`src/rtl/rf_pkg.sv`:
```
// Shared definitions for the register-file write-back path.
//   REG_ADDR_W / DATA_W / NUM_REGS : register file geometry (32 x 32)
//   wb_entry_t                     : one buffered write-back {rd, data}
//   arb_state_t                    : write arbiter FSM states
//   reg_bit()                      : one-hot mask for a register address
package rf_pkg;

   localparam int REG_ADDR_W = 5;
   localparam int DATA_W     = 32;
   localparam int NUM_REGS   = 32;

   typedef struct packed {
      logic [REG_ADDR_W-1:0] rd;
      logic [DATA_W-1:0]     data;
   } wb_entry_t;

   // NORMAL: ALU has priority. FORCE: one cycle in which the MDU head is
   // drained regardless of ALU traffic (ALU is stalled by the pipeline).
   typedef enum logic {
      ARB_NORMAL = 1'b0,
      ARB_FORCE  = 1'b1
   } arb_state_t;

   function automatic logic [NUM_REGS-1:0] reg_bit(input logic [REG_ADDR_W-1:0] rd);
      logic [NUM_REGS-1:0] m;
      m     = '0;
      m[rd] = 1'b1;
      return m;
   endfunction

endpackage

```
`src/rtl/wb_fifo.sv`:
```
// Synchronous FIFO of write-back entries.
//   clk, rst_n : clock, asynchronous active-low reset (empties the FIFO)
//   push/wdata : enqueue when not full
//   pop/rdata  : dequeue when not empty; rdata is the current head (show-ahead)
//   full/empty : status from the registered occupancy count
//   count      : registered occupancy
// A push and a pop in the same cycle are both honoured; a push while full is
// dropped, so callers must gate push with !full.
module wb_fifo
   import rf_pkg::*;
#(
   parameter int DEPTH = 2
) (
   input  logic                   clk,
   input  logic                   rst_n,
   input  logic                   push,
   input  wb_entry_t              wdata,
   input  logic                   pop,
   output wb_entry_t              rdata,
   output logic                   full,
   output logic                   empty,
   output logic [$clog2(DEPTH):0] count
);

   localparam int PTR_W = $clog2(DEPTH);

   wb_entry_t        mem [DEPTH];
   logic [PTR_W-1:0] wr_ptr;
   logic [PTR_W-1:0] rd_ptr;
   logic             do_push;
   logic             do_pop;

   assign full    = (count == (PTR_W+1)'(DEPTH));
   assign empty   = (count == '0);
   assign do_push = push && !full;
   assign do_pop  = pop && !empty;
   assign rdata   = mem[rd_ptr];

   // Storage needs no reset: occupancy is tracked by the pointers/count.
   always_ff @(posedge clk) begin
      if (do_push) mem[wr_ptr] <= wdata;
   end

   // DEPTH is a power of two, so the pointers wrap naturally.
   always_ff @(posedge clk or negedge rst_n) begin
      if (!rst_n) begin
         wr_ptr <= '0;
         rd_ptr <= '0;
         count  <= '0;
      end else begin
         if (do_push) wr_ptr <= wr_ptr + 1'b1;
         if (do_pop)  rd_ptr <= rd_ptr + 1'b1;
         case ({do_push, do_pop})
            2'b10:   count <= count + 1'b1;
            2'b01:   count <= count - 1'b1;
            default: count <= count;
         endcase
      end
   end

endmodule

```
`src/rtl/rf_write_arbiter.sv`:
```
// Write-back arbiter in front of the register file's single write port.
//   clk, rst_n                 : clock, asynchronous active-low reset
//   alu_valid/alu_rd/alu_data  : single-cycle ALU result, always accepted
//   mdu_valid/mdu_ready/mdu_rd/mdu_data : MDU result handshake into a buffer
//   issue_mdu/issue_rd         : MDU op issued; marks issue_rd busy
//   busy_mask                  : registers awaiting an MDU write-back
//   alu_stall                  : registered; ALU must be idle this cycle
//   RegWrite/RdAddr/RdData     : registered write port to the register file
// ALU wins by default; buffered MDU results drain on idle ALU cycles, and a
// starvation counter forces a one-cycle drain after STARVE_LIMIT ALU wins.
module rf_write_arbiter
   import rf_pkg::*;
#(
   parameter int FIFO_DEPTH   = 2,
   parameter int STARVE_LIMIT = 4
) (
   input  logic                  clk,
   input  logic                  rst_n,
   input  logic                  alu_valid,
   input  logic [REG_ADDR_W-1:0] alu_rd,
   input  logic [DATA_W-1:0]     alu_data,
   input  logic                  mdu_valid,
   output logic                  mdu_ready,
   input  logic [REG_ADDR_W-1:0] mdu_rd,
   input  logic [DATA_W-1:0]     mdu_data,
   input  logic                  issue_mdu,
   input  logic [REG_ADDR_W-1:0] issue_rd,
   output logic [NUM_REGS-1:0]   busy_mask,
   output logic                  alu_stall,
   output logic                  RegWrite,
   output logic [REG_ADDR_W-1:0] RdAddr,
   output logic [DATA_W-1:0]     RdData
);

   localparam int CNT_W  = $clog2(STARVE_LIMIT + 1);
   localparam int FCNT_W = $clog2(FIFO_DEPTH) + 1;
   localparam logic [NUM_REGS-1:0] R0_MASK = NUM_REGS'(1);

   arb_state_t            state;
   arb_state_t            state_nx;
   logic [CNT_W-1:0]      starve_cnt;
   logic [CNT_W-1:0]      starve_cnt_nx;

   wb_entry_t             push_entry;
   wb_entry_t             head;
   wb_entry_t             win;
   logic                  push;
   logic                  pop;
   logic                  sel_alu;
   logic                  win_valid;
   logic                  fifo_full;
   logic                  fifo_empty;
   logic [FCNT_W-1:0]     fifo_count;
   logic                  fifo_count_unused;

   logic [NUM_REGS-1:0]   set_mask;
   logic [NUM_REGS-1:0]   clr_mask;
   logic [NUM_REGS-1:0]   busy_nx;

   // ---------------------------------------------------------------------
   // MDU result buffer. Ready depends only on registered occupancy, so a
   // slot freed by a pop becomes visible the following cycle.
   // ---------------------------------------------------------------------
   assign mdu_ready     = !fifo_full;
   assign push          = mdu_valid && mdu_ready;
   assign push_entry.rd   = mdu_rd;
   assign push_entry.data = mdu_data;

   wb_fifo #(
      .DEPTH (FIFO_DEPTH)
   ) u_mdu_fifo (
      .clk   (clk),
      .rst_n (rst_n),
      .push  (push),
      .wdata (push_entry),
      .pop   (pop),
      .rdata (head),
      .full  (fifo_full),
      .empty (fifo_empty),
      .count (fifo_count)
   );

   // Occupancy is already summarised by full/empty for arbitration.
   assign fifo_count_unused = ^fifo_count;

   // ---------------------------------------------------------------------
   // Arbitration FSM
   // ---------------------------------------------------------------------
   always_ff @(posedge clk or negedge rst_n) begin
      if (!rst_n) begin
         state      <= ARB_NORMAL;
         starve_cnt <= '0;
      end else begin
         state      <= state_nx;
         starve_cnt <= starve_cnt_nx;
      end
   end

   // The counter only survives a cycle in which the ALU beat a non-empty
   // buffer; every pop, empty cycle or FORCE cycle returns it to zero.
   always_comb begin
      state_nx      = ARB_NORMAL;
      starve_cnt_nx = '0;
      pop           = 1'b0;
      sel_alu       = 1'b0;
      case (state)
         ARB_FORCE: begin
            // ALU is stalled by the pipeline here; the head goes out.
            pop = !fifo_empty;
         end
         default: begin
            if (alu_valid) begin
               sel_alu = 1'b1;
               if (!fifo_empty) begin
                  if (starve_cnt == CNT_W'(STARVE_LIMIT - 1))
                     state_nx = ARB_FORCE;
                  else
                     starve_cnt_nx = starve_cnt + 1'b1;
               end
            end else begin
               pop = !fifo_empty;
            end
         end
      endcase
   end

   assign alu_stall = (state == ARB_FORCE);
   assign win_valid = sel_alu || pop;

   always_comb begin
      if (sel_alu) begin
         win.rd   = alu_rd;
         win.data = alu_data;
      end else begin
         win = head;
      end
   end

   // ---------------------------------------------------------------------
   // Registered write port. Writes to r0 are consumed without a write
   // enable; address/data simply hold when idle.
   // ---------------------------------------------------------------------
   always_ff @(posedge clk or negedge rst_n) begin
      if (!rst_n) begin
         RegWrite <= 1'b0;
         RdAddr   <= '0;
         RdData   <= '0;
      end else begin
         RegWrite <= win_valid && (win.rd != '0);
         if (win_valid) begin
            RdAddr <= win.rd;
            RdData <= win.data;
         end
      end
   end

   // ---------------------------------------------------------------------
   // Scoreboard. Clearing on pop lands in the same register update as the
   // write port, so the bit drops in the cycle RegWrite shows the write.
   // Set is applied after clear so a same-cycle reissue keeps the bit.
   // ---------------------------------------------------------------------
   always_comb begin
      set_mask = '0;
      clr_mask = '0;
      if (issue_mdu) set_mask = reg_bit(issue_rd);
      if (pop)       clr_mask = reg_bit(head.rd);
      busy_nx = ((busy_mask & ~clr_mask) | set_mask) & ~R0_MASK;
   end

   always_ff @(posedge clk or negedge rst_n) begin
      if (!rst_n) busy_mask <= '0;
      else        busy_mask <= busy_nx;
   end

endmodule

```
`config.mk`:
```
export PLATFORM = sky130hd
export DESIGN_NAME = rf_write_arbiter
export DESIGN_NICKNAME = d
export VERILOG_FILES = /design/src/rtl/rf_pkg.sv /design/src/rtl/wb_fifo.sv /design/src/rtl/rf_write_arbiter.sv
export SDC_FILE = /design/constraint.sdc
export NUM_CORES = 1
export LEC_CHECK = 0
export CORE_MARGIN = 1
export CORE_UTILIZATION = 39
export CTS_CLUSTER_DIAMETER = 120
export DETAILED_ROUTE_END_ITERATION = 10
export HOLD_SLACK_MARGIN = 0.02
export PLACE_DENSITY = 0.63
export SLEW_MARGIN = 20
export SYNTH_ARGS = -nofsm -noshare
export SYNTH_HDL_FRONTEND = slang
export SYNTH_SLANG_ARGS = --single-unit
```
`constraint.sdc`:
```
create_clock -name clk -period 3.2 [get_ports clk]
set_input_delay 0.64 -clock clk [delete_from_list [all_inputs] [get_ports clk]]
set_output_delay 0.64 -clock clk [all_outputs]
set_load 0.03 [all_outputs]
```
==> metrics.txt <==
proportion of layout cells with a drive suffix above 1=12.7%; Req. time, crit path=2.56 ns; core area=0.0165 mm²; Final min period=2.37 ns; Num CTS Buffers=17; Worst-path clk slew=0.06 ns; number of synthesized register bits=between 150 and 200; clk_lat worst skew=0.43 ns; cts hold-fix bufs=0; Worst Path Max Fanout=5; ant diodes=0; Cell variety after synth=37; crit path max-delay cell type=clkdlybuf4s50_1; Crit path max-delay family=buffers and inverters; first-pass GRT wire length=26400 µm; leakage power=roughly 3.4 nW; Least-Margin Pin Slew=1.04 ns; Syn Nets=approximately 600; WL per Instance=18.6 µm; post-CTS setup buffer count=0; worst vdd rail ir drop=372 µV; unrepaired setup endpoints after global routing=false; Root Buffer=clkbuf_16; Slew Limit Fails=0; CTS tree=yes; Syn. warnings=0; Post-Syn Area=0.00657 mm²; DRT iter0 DRCs=318; CP Cell Sequence=nand2b_1 > clkdlybuf4s50_1; die area=0.0174 mm²; status=finished, final reports clean; crit path buf inv count=1; final WL=16400 µm; cell area after layout=0.00895 mm²; via count=between 4000 and 5000; H-tree levels=4; pin count of the biggest net entering global routing=111; Placed Area=around 0.0083 mm²; post_cts resized=0; initial cell density of the core=39.8%; CTS max path bufs=2; Seq/Total Area, Yosys=63.1%; vias per inst=between 5 and 6; Critical Path Source Type=flop; Final setup viols=0; Site Rows=47; CTS Sinks=around 150; I/O pins=156; Nets=733; vias in the first global route=slightly below 5000; chip width=132 µm; First-pass DRT Iterations=5; crit end category=primary output; fin util=between 50% and 60%; maxcap violations=0; syn_area_per_cell=around 13 µm²; setup TNS=0 ns; fmax=422 MHz; DRC viols=0; Hold Crit Class=input port to async pin; PD cells=between 800 and 900 mW/mm²; Arr. time, crit path=1.73 ns; WS Path Type=flop to primary output; skew final=~0.011 ns; Max stage delay on crit path=0.68 ns; GP Congestion=between 0.8 and 0.9; final hold viol count=0; Rel. slew slack=slightly below 30%; GR Overflow Total=0; Post-DP HPWL=10700 µm; port buffer count=between 150 and 200; antenna-violating nets left=0; worst setup margin=0.828 ns; synthesis-to-finish area growth=36.1%; period utilisation layout=74.1%; Post-Syn Instances=between 500 and 600; die height=132 µm; initial antenna violation count=0; GRT Util Overall=roughly a fifth; DP Worst Slack=between 0.9 and 1 ns
## final cells by class
type / count / area, µm²
sequential: 151 / 4150
tap: 220 / 275
multi-input combinational: 315 / 2280
timing repair buffer: 162 / 1640
fill: 1369 / 7580
clock buffer: 20 / 447
clock inverter: 12 / 151
## placed cells by master, fill, tap and decap left out, types with 3 or more instances in the layout
cell             instances
a32oi_1                 16
and3_1                   4
and3b_1                  5
buf_12                   3
buf_4                    5
bufinv_16                3
clkbuf_16               17
clkdlybuf4s50_1        153
clkinv_2                 4
dfrtp_1                 76
edfxtp_1                74
mux2_2                  36
mux2i_1                 38
nand2_1                 70
nand3_1                 30
nand4b_1                 4
nand4bb_1                6
nor3b_1                  5
o21ai_0                 38
o41ai_1                 31
or4b_1                   3
xnor2_1                  3
## report_power, final
group	internal, mW	switching (mW)	leakage [nW]
Clock	1.24	0.774	0.290
Sequential	2.52	0.300	1.52
Combinational	1.16	1.45	1.64
Total	4.93	2.53	3.45
## cell families after synthesis
group / count (synthesis) / synth area share [%]
other: 1 / 0.0571
AO/OA/AOI/OAI: 87 / 9.42
XOR/XNOR: 5 / 0.666
multiplexers: 76 / 12.4
adder cells (fa/ha/maj): 2 / 0.381
flip-flops: 151 / 63.1
buffers and inverters: 36 / 2.42
AND/OR/NAND/NOR: 144 / 11.5
## cells in the mapped netlist (all sizes together)
library cell	instances	share of area [%]
mux2i	39	6.0
o31ai	1	0.11
o41ai	31	4.1
or4	2	0.23
and3	5	0.48
buf	21	1.6
nand4	1	0.095
or3b	1	0.13
nand4bb	6	1.0
ha	2	0.38
nor3	2	0.15
or4b	4	0.67
xnor2	3	0.40
nor3b	5	0.57
conb	1	0.057
edfxtp	74	34
o21ai	38	2.9
xor2	2	0.27
nand2	70	4.0
clkbuf	15	0.86
dfrtp	77	29
nor2b	2	0.19
or2	1	0.095
a32oi	16	2.1
a2111oi	1	0.15
or3	1	0.095
and3b	5	0.67
nand2b	1	0.095
nand4b	4	0.53
nor2	4	0.23
mux2	37	6.4
nand3	30	2.3
## metrics by stage
stage	cells	total power, mW	hold WS, ns
3_5_place_dp	848	5.48	0.449
6_report	880	7.45	0.272
5_1_grt	880	7.83	0.323
3_3_place_gp	848	5.41	0.428
2_1_floorplan	502	4.51	0.344
4_1_cts	880	7.52	0.442
## final timing paths
check,from,endpoint,slack [ns],depth (start not counted)
min in group clk,starve_cnt[0],starve_cnt[0],0.46,1
worst min register to register,starve_cnt[0],starve_cnt[0],0.46,1
worst max register to register,u_mdu_fifo.rd_ptr,RegWrite,1.17,3
worst min-delay path,rst_n,busy_mask[7],0.27,1
worst max-delay path,u_mdu_fifo.count[0],mdu_ready,0.83,2
max in group asynchronous,rst_n,u_mdu_fifo.rd_ptr,2.39,1
## routing by layer
metal,up-vias,GRT usage (%),share of wire (%)
met1,2245,25.5,44
li1,2211,-,-
met4,0,7.56,1.7
met2,202,30.8,46
met5,-,0,0
met3,25,7.19,8.3
## worst reg2reg max path: stages (launching register included)
cell       delay (ns)
dfrtp_2          0.73
mux2_2           0.60
a2111oi_1        0.45
o31ai_1          0.12
## state kept, by name, indices dropped and copies added (netlist names)
register / flops
u_mdu_fifo.mem: 74
RdData: 32
busy_mask: 31
RdAddr: 5
starve_cnt: 3
u_mdu_fifo.count: 2
RegWrite: 1
alu_stall: 1
u_mdu_fifo.rd_ptr: 1
u_mdu_fifo.wr_ptr: 1
Power figures use the tool's default switching activity.
